File: src/rtl/cs161_control_fsm_if.sv
// Control bus between the cs161 multicycle controller and its datapath.
// The master side is the controller; the slave side is the datapath.
interface cs161_control_fsm_if #(
    parameter int OPW    = 6,
    parameter int ALUOPW = 4
);
    logic [OPW-1:0]    instr_op;
    logic [OPW-1:0]    funct;
    logic              mem_ready;
    logic              pc_write;
    logic              ir_write;
    logic              reg_dst;
    logic              branch;
    logic              mem_read;
    logic              mem_to_reg;
    logic [ALUOPW-1:0] alu_op;
    logic              mem_write;
    logic              alu_src;
    logic              reg_write;
    logic              illegal_op;
    logic [2:0]        state_dbg;

    modport master (
        input  instr_op, funct, mem_ready,
        output pc_write, ir_write, reg_dst, branch, mem_read, mem_to_reg,
               alu_op, mem_write, alu_src, reg_write, illegal_op, state_dbg
    );

    modport slave (
        output instr_op, funct, mem_ready,
        input  pc_write, ir_write, reg_dst, branch, mem_read, mem_to_reg,
               alu_op, mem_write, alu_src, reg_write, illegal_op, state_dbg
    );
endinterface

File: src/rtl/cs161_control_fsm.sv
// Multicycle main control FSM for the cs161 MIPS datapath (FETCH/DECODE/EXEC/MEM/WB).
// Define CS161_CTRL_PERF_EN to add the retired_count instruction counter port.
//
// state  | meaning
// FETCH  | load IR, PC <= PC+4
// DECODE | latch opcode/funct, reject unsupported opcodes
// EXEC   | ALU operation for the latched opcode; beq resolves here
// MEM    | lw/sw request held until mem_ready
// WB     | single-cycle register file write
module cs161_control_fsm #(
    parameter int OPW    = 6,
    parameter int ALUOPW = 4
) (
    input  logic                 clk,
    input  logic                 rst,
    cs161_control_fsm_if.master  bus
`ifdef CS161_CTRL_PERF_EN
    ,
    output logic [31:0]          retired_count
`endif
);

    typedef enum logic [2:0] {
        FETCH  = 3'd0,
        DECODE = 3'd1,
        EXEC   = 3'd2,
        MEM    = 3'd3,
        WB     = 3'd4
    } state_t;

    localparam logic [OPW-1:0] OP_RTYPE = OPW'(6'h00);
    localparam logic [OPW-1:0] OP_LW    = OPW'(6'h23);
    localparam logic [OPW-1:0] OP_SW    = OPW'(6'h2B);
    localparam logic [OPW-1:0] OP_ADDI  = OPW'(6'h08);
    localparam logic [OPW-1:0] OP_BEQ   = OPW'(6'h04);
    localparam logic [OPW-1:0] OP_ANDI  = OPW'(6'h0C);
    localparam logic [OPW-1:0] OP_ORI   = OPW'(6'h0D);
    localparam logic [OPW-1:0] OP_SLTI  = OPW'(6'h0A);

    localparam logic [ALUOPW-1:0] ALU_ADD   = ALUOPW'(4'b0000);
    localparam logic [ALUOPW-1:0] ALU_SUB   = ALUOPW'(4'b0001);
    localparam logic [ALUOPW-1:0] ALU_FUNCT = ALUOPW'(4'b0010);
    localparam logic [ALUOPW-1:0] ALU_AND   = ALUOPW'(4'b0011);
    localparam logic [ALUOPW-1:0] ALU_OR    = ALUOPW'(4'b0100);
    localparam logic [ALUOPW-1:0] ALU_SLT   = ALUOPW'(4'b0101);

    state_t            state_q, state_d;
    logic [OPW-1:0]    op_q, op_d;
    logic [OPW-1:0]    funct_q, funct_d;
    logic              illegal_q, illegal_d;

    logic              pc_write;
    logic              ir_write;
    logic              reg_dst;
    logic              branch;
    logic              mem_read;
    logic              mem_to_reg;
    logic [ALUOPW-1:0] alu_op;
    logic              mem_write;
    logic              alu_src;
    logic              reg_write;

    function automatic logic is_supported(input logic [OPW-1:0] op);
        case (op)
            OP_RTYPE, OP_LW, OP_SW, OP_ADDI,
            OP_BEQ, OP_ANDI, OP_ORI, OP_SLTI: is_supported = 1'b1;
            default:                          is_supported = 1'b0;
        endcase
    endfunction

    function automatic logic [ALUOPW-1:0] exec_alu_op(input logic [OPW-1:0] op);
        case (op)
            OP_RTYPE: exec_alu_op = ALU_FUNCT;
            OP_BEQ:   exec_alu_op = ALU_SUB;
            OP_ANDI:  exec_alu_op = ALU_AND;
            OP_ORI:   exec_alu_op = ALU_OR;
            OP_SLTI:  exec_alu_op = ALU_SLT;
            default:  exec_alu_op = ALU_ADD;
        endcase
    endfunction

    // Immediate ALU B operand for everything except register-register ops.
    function automatic logic uses_imm(input logic [OPW-1:0] op);
        uses_imm = (op != OP_RTYPE) && (op != OP_BEQ);
    endfunction

    always_ff @(posedge clk) begin
        if (rst) begin
            state_q   <= FETCH;
            op_q      <= '0;
            funct_q   <= '0;
            illegal_q <= 1'b0;
        end else begin
            state_q   <= state_d;
            op_q      <= op_d;
            funct_q   <= funct_d;
            illegal_q <= illegal_d;
        end
    end

    always_comb begin
        state_d    = state_q;
        op_d       = op_q;
        funct_d    = funct_q;
        illegal_d  = illegal_q;
        pc_write   = 1'b0;
        ir_write   = 1'b0;
        reg_dst    = 1'b0;
        branch     = 1'b0;
        mem_read   = 1'b0;
        mem_to_reg = 1'b0;
        alu_op     = ALU_ADD;
        mem_write  = 1'b0;
        alu_src    = 1'b0;
        reg_write  = 1'b0;

        case (state_q)
            FETCH: begin
                ir_write = 1'b1;
                pc_write = 1'b1;
                state_d  = DECODE;
            end
            DECODE: begin
                op_d    = bus.instr_op;
                funct_d = bus.funct;
                if (is_supported(bus.instr_op)) begin
                    state_d = EXEC;
                end else begin
                    state_d   = FETCH;
                    illegal_d = 1'b1;
                end
            end
            EXEC: begin
                alu_op  = exec_alu_op(op_q);
                alu_src = uses_imm(op_q);
                reg_dst = (op_q == OP_RTYPE);
                branch  = (op_q == OP_BEQ);
                if (op_q == OP_BEQ) begin
                    state_d = FETCH;
                end else if ((op_q == OP_LW) || (op_q == OP_SW)) begin
                    state_d = MEM;
                end else begin
                    state_d = WB;
                end
            end
            MEM: begin
                alu_op    = ALU_ADD;
                alu_src   = 1'b1;
                mem_read  = (op_q == OP_LW);
                mem_write = (op_q == OP_SW);
                if (bus.mem_ready) begin
                    state_d = (op_q == OP_LW) ? WB : FETCH;
                end
            end
            WB: begin
                alu_op     = exec_alu_op(op_q);
                alu_src    = uses_imm(op_q);
                reg_dst    = (op_q == OP_RTYPE);
                mem_to_reg = (op_q == OP_LW);
                reg_write  = 1'b1;
                state_d    = FETCH;
            end
            default: begin
                state_d = FETCH;
            end
        endcase

        // Combinational kill so a reset asserted mid-instruction issues no write.
        if (rst) begin
            pc_write   = 1'b0;
            ir_write   = 1'b0;
            reg_dst    = 1'b0;
            branch     = 1'b0;
            mem_read   = 1'b0;
            mem_to_reg = 1'b0;
            alu_op     = ALU_ADD;
            mem_write  = 1'b0;
            alu_src    = 1'b0;
            reg_write  = 1'b0;
        end
    end

    assign bus.pc_write   = pc_write;
    assign bus.ir_write   = ir_write;
    assign bus.reg_dst    = reg_dst;
    assign bus.branch     = branch;
    assign bus.mem_read   = mem_read;
    assign bus.mem_to_reg = mem_to_reg;
    assign bus.alu_op     = alu_op;
    assign bus.mem_write  = mem_write;
    assign bus.alu_src    = alu_src;
    assign bus.reg_write  = reg_write;
    assign bus.illegal_op = illegal_q;
    assign bus.state_dbg  = state_q;

    // The datapath's alu_control decodes funct itself; the latched copy is kept for debug taps.
    logic unused_funct;
    assign unused_funct = ^funct_q;

`ifdef CS161_CTRL_PERF_EN
    logic [31:0] retired_q, retired_d;
    logic        retire;

    always_comb begin
        retire = 1'b0;
        case (state_q)
            WB:      retire = 1'b1;
            MEM:     retire = (op_q == OP_SW) && bus.mem_ready;
            EXEC:    retire = (op_q == OP_BEQ);
            default: retire = 1'b0;
        endcase
        retired_d = retired_q + {31'd0, retire};
    end

    always_ff @(posedge clk) begin
        if (rst) begin
            retired_q <= '0;
        end else begin
            retired_q <= retired_d;
        end
    end

    assign retired_count = retired_q;
`endif

endmodule

File: src/flat_wrapper.sv
// flat-port wrapper written by rule: the top's interface ports become plain ports
module cs161_control_fsm_flat 
#(
    parameter int OPW    = 6,
    parameter int ALUOPW = 4
)
  (clk, rst, bus_instr_op, bus_funct, bus_mem_ready, bus_pc_write, bus_ir_write, bus_reg_dst, bus_branch, bus_mem_read, bus_mem_to_reg, bus_alu_op, bus_mem_write, bus_alu_src, bus_reg_write, bus_illegal_op, bus_state_dbg);
  cs161_control_fsm_if #(.OPW(OPW), .ALUOPW(ALUOPW)) bus_i ();
  input  logic clk;
  input  logic rst;
  input wire logic [$bits(bus_i.instr_op)-1:0] bus_instr_op;
  input wire logic [$bits(bus_i.funct)-1:0] bus_funct;
  input wire logic [$bits(bus_i.mem_ready)-1:0] bus_mem_ready;
  output wire logic [$bits(bus_i.pc_write)-1:0] bus_pc_write;
  output wire logic [$bits(bus_i.ir_write)-1:0] bus_ir_write;
  output wire logic [$bits(bus_i.reg_dst)-1:0] bus_reg_dst;
  output wire logic [$bits(bus_i.branch)-1:0] bus_branch;
  output wire logic [$bits(bus_i.mem_read)-1:0] bus_mem_read;
  output wire logic [$bits(bus_i.mem_to_reg)-1:0] bus_mem_to_reg;
  output wire logic [$bits(bus_i.alu_op)-1:0] bus_alu_op;
  output wire logic [$bits(bus_i.mem_write)-1:0] bus_mem_write;
  output wire logic [$bits(bus_i.alu_src)-1:0] bus_alu_src;
  output wire logic [$bits(bus_i.reg_write)-1:0] bus_reg_write;
  output wire logic [$bits(bus_i.illegal_op)-1:0] bus_illegal_op;
  output wire logic [$bits(bus_i.state_dbg)-1:0] bus_state_dbg;
  assign bus_i.instr_op = bus_instr_op;
  assign bus_i.funct = bus_funct;
  assign bus_i.mem_ready = bus_mem_ready;
  assign bus_pc_write = bus_i.pc_write;
  assign bus_ir_write = bus_i.ir_write;
  assign bus_reg_dst = bus_i.reg_dst;
  assign bus_branch = bus_i.branch;
  assign bus_mem_read = bus_i.mem_read;
  assign bus_mem_to_reg = bus_i.mem_to_reg;
  assign bus_alu_op = bus_i.alu_op;
  assign bus_mem_write = bus_i.mem_write;
  assign bus_alu_src = bus_i.alu_src;
  assign bus_reg_write = bus_i.reg_write;
  assign bus_illegal_op = bus_i.illegal_op;
  assign bus_state_dbg = bus_i.state_dbg;
  cs161_control_fsm #(.OPW(OPW), .ALUOPW(ALUOPW)) u_core (.clk(clk), .rst(rst), .bus(bus_i));
endmodule
File: config.mk
export PLATFORM = sky130hd
export DESIGN_NAME = cs161_control_fsm_flat
export DESIGN_NICKNAME = d
export VERILOG_FILES = /design/src/rtl/cs161_control_fsm_if.sv /design/src/rtl/cs161_control_fsm.sv /design/src/flat_wrapper.sv
export SDC_FILE = /design/constraint.sdc
export NUM_CORES = 1
export LEC_CHECK = 0
export CAP_MARGIN = 15
export CORE_MARGIN = 5
export CORE_UTILIZATION = 40
export DETAILED_ROUTE_END_ITERATION = 7
export MAX_ROUTING_LAYER = met4
export PLACE_DENSITY = 0.79
export SLEW_MARGIN = 20
export SYNTH_ARGS = -nofsm -noshare
export SYNTH_HDL_FRONTEND = slang
export SYNTH_SLANG_ARGS = --single-unit
File: constraint.sdc
create_clock -name clk -period 4.4 [get_ports clk]
set_clock_uncertainty 0.15 [all_clocks]
set_input_delay 1.32 -clock clk [delete_from_list [all_inputs] [get_ports clk]]
set_output_delay 1.32 -clock clk [all_outputs]
set_load 0.02 [all_outputs]
# After elaboration in Yosys (flattened, before gate mapping)
# Cells that the tools add are included.
# totals
out_inout_bits,17
regBits,10
# op_classes
reduce_logical,9
n_mux,27
n_eq_ne,19
bitwise,1
# op_table
cell,count
"6-bit by 4-bit equality test with 1-bit output, second input constant",7
"6-bit equality test, second input constant",4
1-bit 2-to-1 mux,17
3-bit one-hot mux with 5 select lines,1
"6-bit by 3-bit equality test with 1-bit output, second input constant",2
6-bit zero test,2
3-bit 2-to-1 mux,4
3-bit one-hot mux with 4 select lines,1
4-bit 2-to-1 mux,2
8-bit OR reduction,1
"3-bit by 2-bit equality test with 1-bit output, second input constant",2
"6-bit by 3-bit != test with 1-bit output, second input constant",1
6-bit nonzero test,1
"3-bit by 1-bit equality test with 1-bit output, second input constant",1
"3-bit equality test, second input constant",1
3-bit zero test,1
2-bit 2-to-1 mux,1
"2-bit != test, second input constant",1
1-bit one-hot mux with 2 select lines,1
2-bit AND reduction,1
2-bit OR reduction,1
1-bit logical AND,1
1-bit logical OR,1
1-bit inverter,1

# Logic depth before layout (Yosys ltp)
# logic_depth
word_depth,6
depth_mapped,6

# Worst setup path before layout
# OpenSTA, ideal clock, no wires.
# synth_path
path_type,input-to-output
start,in rst
end,out bus_alu_src
stages,2
slack_ns,0.381
arrival_time_ns,2.549
cell_sequence,clkbuf_1 a2111oi_0
# synth_via
elab_chain_len,1
# synth_lines
element,line,rtl
start: declaration,flat_wrapper.sv:10,input logic rst;
1-bit 2-to-1 mux,cs161_control_fsm.sv:169,if (rst) begin
end: declaration,flat_wrapper.sv:22,output wire logic [$bits(bus_i.alu_src)-1:0] bus_alu_src;
# No other way between the ends.

# Worst setup path in the final report
# layout_path
start,in rst
end,out bus_ir_write
# layout_via
elab_chain_len,1
# layout_lines
element,line,rtl
1-bit 2-to-1 mux,cs161_control_fsm.sv:169,
end: declaration,flat_wrapper.sv:15,output wire logic [$bits(bus_i.ir_write)-1:0] bus_ir_write;
# No other way between the ends.

==> flow_metrics.py <==
metrics = {
    "sta": {
        "setup_viol": 0,
        "worst_slack_ns": 0.1120,
        "grt_setup_unrepaired": "no",
        "hold_viol": 0,
        "final.period_utilization_pct": 97.45,
        "fin_setup_tns_ns": 0,
        "slew_viol_final": 0,
        "tightest_slew_ns": 0.5925,
        "clock.fmax_mhz": 233.2,
        "fin_hold_ws_ns": 0.3284,
        "final.min_clock_period_ns": 4.288,
        "relSlewSlack_pct": 60.33,
    },
    "cts": {
        "h-tree-depth": 1,
        "cts_max_path_buffers": 2,
        "clock-sinks": 10,
        "clk_pin_slew_worst_paths_ns": 0.07,
        "tritoncts": "built",
        "insertion_delay_ns": 0.26,
        "clockRootBuffer": "clkbuf_4",
        "cts_buffers": 3,
        "cts_hold_buf": 0,
        "cts_setup_buffers": 0,
    },
    "global_routing": {
        "grt_overflow": 0,
        "antenna_found_initial": 0,
        "grt_pass1_vias": 644,
        "groute.usage.overall_pct": 14.29,
        "grt_max_degree": 16,
        "grt_pass1_wl_um": 2822,
    },
    "detailed_routing": {
        "ant_nets": 0,
        "wire_per_inst_um": 13.47,
        "dr_total_vias": 695,
        "drt_iter0_drc": 7,
        "first_pass_iters": 4,
        "drt-total-wl_um": 1670,
        "vias_per_cell": 5.605,
        "drc": 0,
    },
    "yosys": {
        "synthCells": 83,
        "synthSimpleGateAreaFrac_pct": 37.97,
        "ys_ff_latch": 10,
        "yosysWarnings": 0,
        "synth_nets": 98,
        "yosysUniqueCellTypes": 35,
        "yosysTopAreaCell": "dfxtp_1",
        "avgSynthCellArea_um2": 8.020,
        "synthMuxAreaShare_pct": 9.023,
        "synth.area.top_cells": "dfxtp_1, mux2i_1, nor2_1",
        "syn-cell-area_um2": 665.6,
        "synth-compound-area-share_pct": 12.22,
        "synth_top_family_by_area": "simple AND/OR/NAND/NOR gates",
        "synth-xor-area-share_pct": 2.632,
        "yosysSeqAreaShare_pct": 30.08,
        "synth_fa_ha_area_share_pct": 0,
        "synth_top_cell_area_share_pct": 30.08,
    },
    "floorplan": {
        "start_util_pct": 43.18,
        "die_h_um": 50.80,
        "die_w_um": 50.80,
        "pin_count": 32,
        "rows": 14,
        "dieArea_um2": 2580,
        "core_area_um2": 1541,
    },
    "finish": {
        "antenna_cells": 0,
        "stdcell_area_um2": 942.2,
        "fill_cells": 136,
        "area_growth_pct": 41.54,
        "postLayoutCoreUtil_pct": 61.12,
        "drive_gt1_share_pct": 14.81,
        "instances_no_fill": 124,
        "nNetsFinal": 124,
    },
    "setup_path": {
        "arrival_ns": 2.82,
        "r2r_start": "u_core.bus.state_dbg[0]$_SDFFE_PP0P_",
        "timing.rr.end": "u_core.op_q[1]$_SDFFE_PP0P_",
        "crit_path_end_kind": "primary output",
        "reg2reg_setup_slack_ns": 2.63,
        "reg2reg_depth": 3,
        "cp.required_ns": 2.93,
        "worstSetupPathType": "in -> out",
        "crit_path_start_kind": "input pin",
        "cp_max_fo": 12,
    },
    "placement": {
        "dp_hpwl_um": 1266,
        "gp_congestion": 0.7696,
        "placed_area_um2": 917.1,
        "io_buffers": 24,
        "dpl.cell_count": 120,
        "place_ws_ns": -0.2705,
    },
    "min_path": {
        "holdPathEnd": "u_core.bus.illegal_op$_SDFFE_PP0P_",
        "hold_start": "u_core.bus.illegal_op$_SDFFE_PP0P_",
        "hold_path.class": "reg -> reg",
        "holdPathStages": 2,
    },
    "power_and_ir_drop": {
        "total_power_uw": 244.6,
        "leakage_nw": 0.4353,
        "powerDensity_nw_per_um2": 259.7,
        "irDropWorstVdd_mv": 0.2179,
    },
    "run": {
        "cap_viol_max_count": 0,
    },
    "run_status": {
        "outcome": "completed",
    },
}
how the worst max path moves through the flow:
stage / start / endpoint / cells past startpoint
floorplan: rst / bus_alu_src / 2
global placement: rst / bus_alu_op[1] / 5
detailed placement: rst / bus_alu_op[1] / 5
CTS: rst / bus_alu_op[1] / 5
global route: rst / bus_pc_write / 4
finish: rst / bus_ir_write / 4
metal layers:
metal	share of wire [%]	global-route usage, %
met1	41	17.28
met2	49	22.73
met5	0	-
met4	1.6	6.383
met3	8.2	2.663
Yosys cell counts, drive strengths merged:
cell type / count
xnor2: 1
buf: 4
o21ai: 1
nand3b: 1
a21oi: 5
mux2i: 6
nor3b: 1
o311a: 1
a2111oi: 1
nand4: 2
nor2b: 2
xor2: 1
o22ai: 1
nand4b: 2
or4: 1
inv: 3
conb: 1
nor4b: 1
a211o: 2
nor4: 3
nand2b: 1
and3: 2
and4b: 1
or2: 2
clkbuf: 3
nor2: 13
or3: 1
nor3: 4
nand2: 3
dfxtp: 10
o31a: 1
nand3: 2
power by group:
part / switching, mW / internal [mW]
Clock: 0.0321 / 0.0503
Sequential: 0.0108 / 0.0964
Combinational: 0.0268 / 0.0283
Total: 0.0697 / 0.175
cell usage in the layout (no fill, tap or decap), drive strengths merged, types with 2 or more instances in the layout:
cell type      count
nor3               4
nand2              3
nand4              2
nor2              13
inv                3
clkbuf             7
a211o              2
or2                2
and3               2
nand4b             2
nor4               3
buf                4
dlymetal6s2s       2
nand3              2
nor2b              2
a21oi              5
dfxtp             10
clkdlybuf4s50     14
mux2i              6
dlygate4sd2        5
cell families (layout without fill, tap and decap cells):
| family | Yosys count | after routing |
|---|---|---|
| buffers and inverters | 10 | 35 |
| muxes | 6 | 6 |
| xor gates and xnor gates | 2 | 2 |
| AOI/OAI and AO/OA | 12 | 12 |
| and+or+nand+nor | 42 | 42 |
| DFF | 10 | 10 |
| other | 1 | 1 |
final cells by class:
type	instances	area, um^2	share of cell area (%)
clock buffers	4	36.28	3.851
well taps	16	20.02	2.125
multi-input cells	63	420.4	44.62
flip-flops and latches	10	200.2	21.25
repair buffers	28	254.0	26.96
inverters	3	11.26	1.195
state kept, by name, indices dropped and copies added, names as in the netlist:
signal	count
u_core.op_q	6
u_core.bus.state_dbg	3
u_core.bus.illegal_op	1
worst max-delay path, cell delays in order:
cell             delay [ns]
clkdlybuf4s50_1        0.41
buf_4                  0.18
nor4_1                 0.23
clkdlybuf4s50_1        0.67
timing repair:
item | in CTS | in global routing
gates resized for setup | 9 | 10
pin swaps | 0 | 0
endpoints found under the setup margin | 8 | 5
Note: power is estimated with default switching activity, not from simulation.
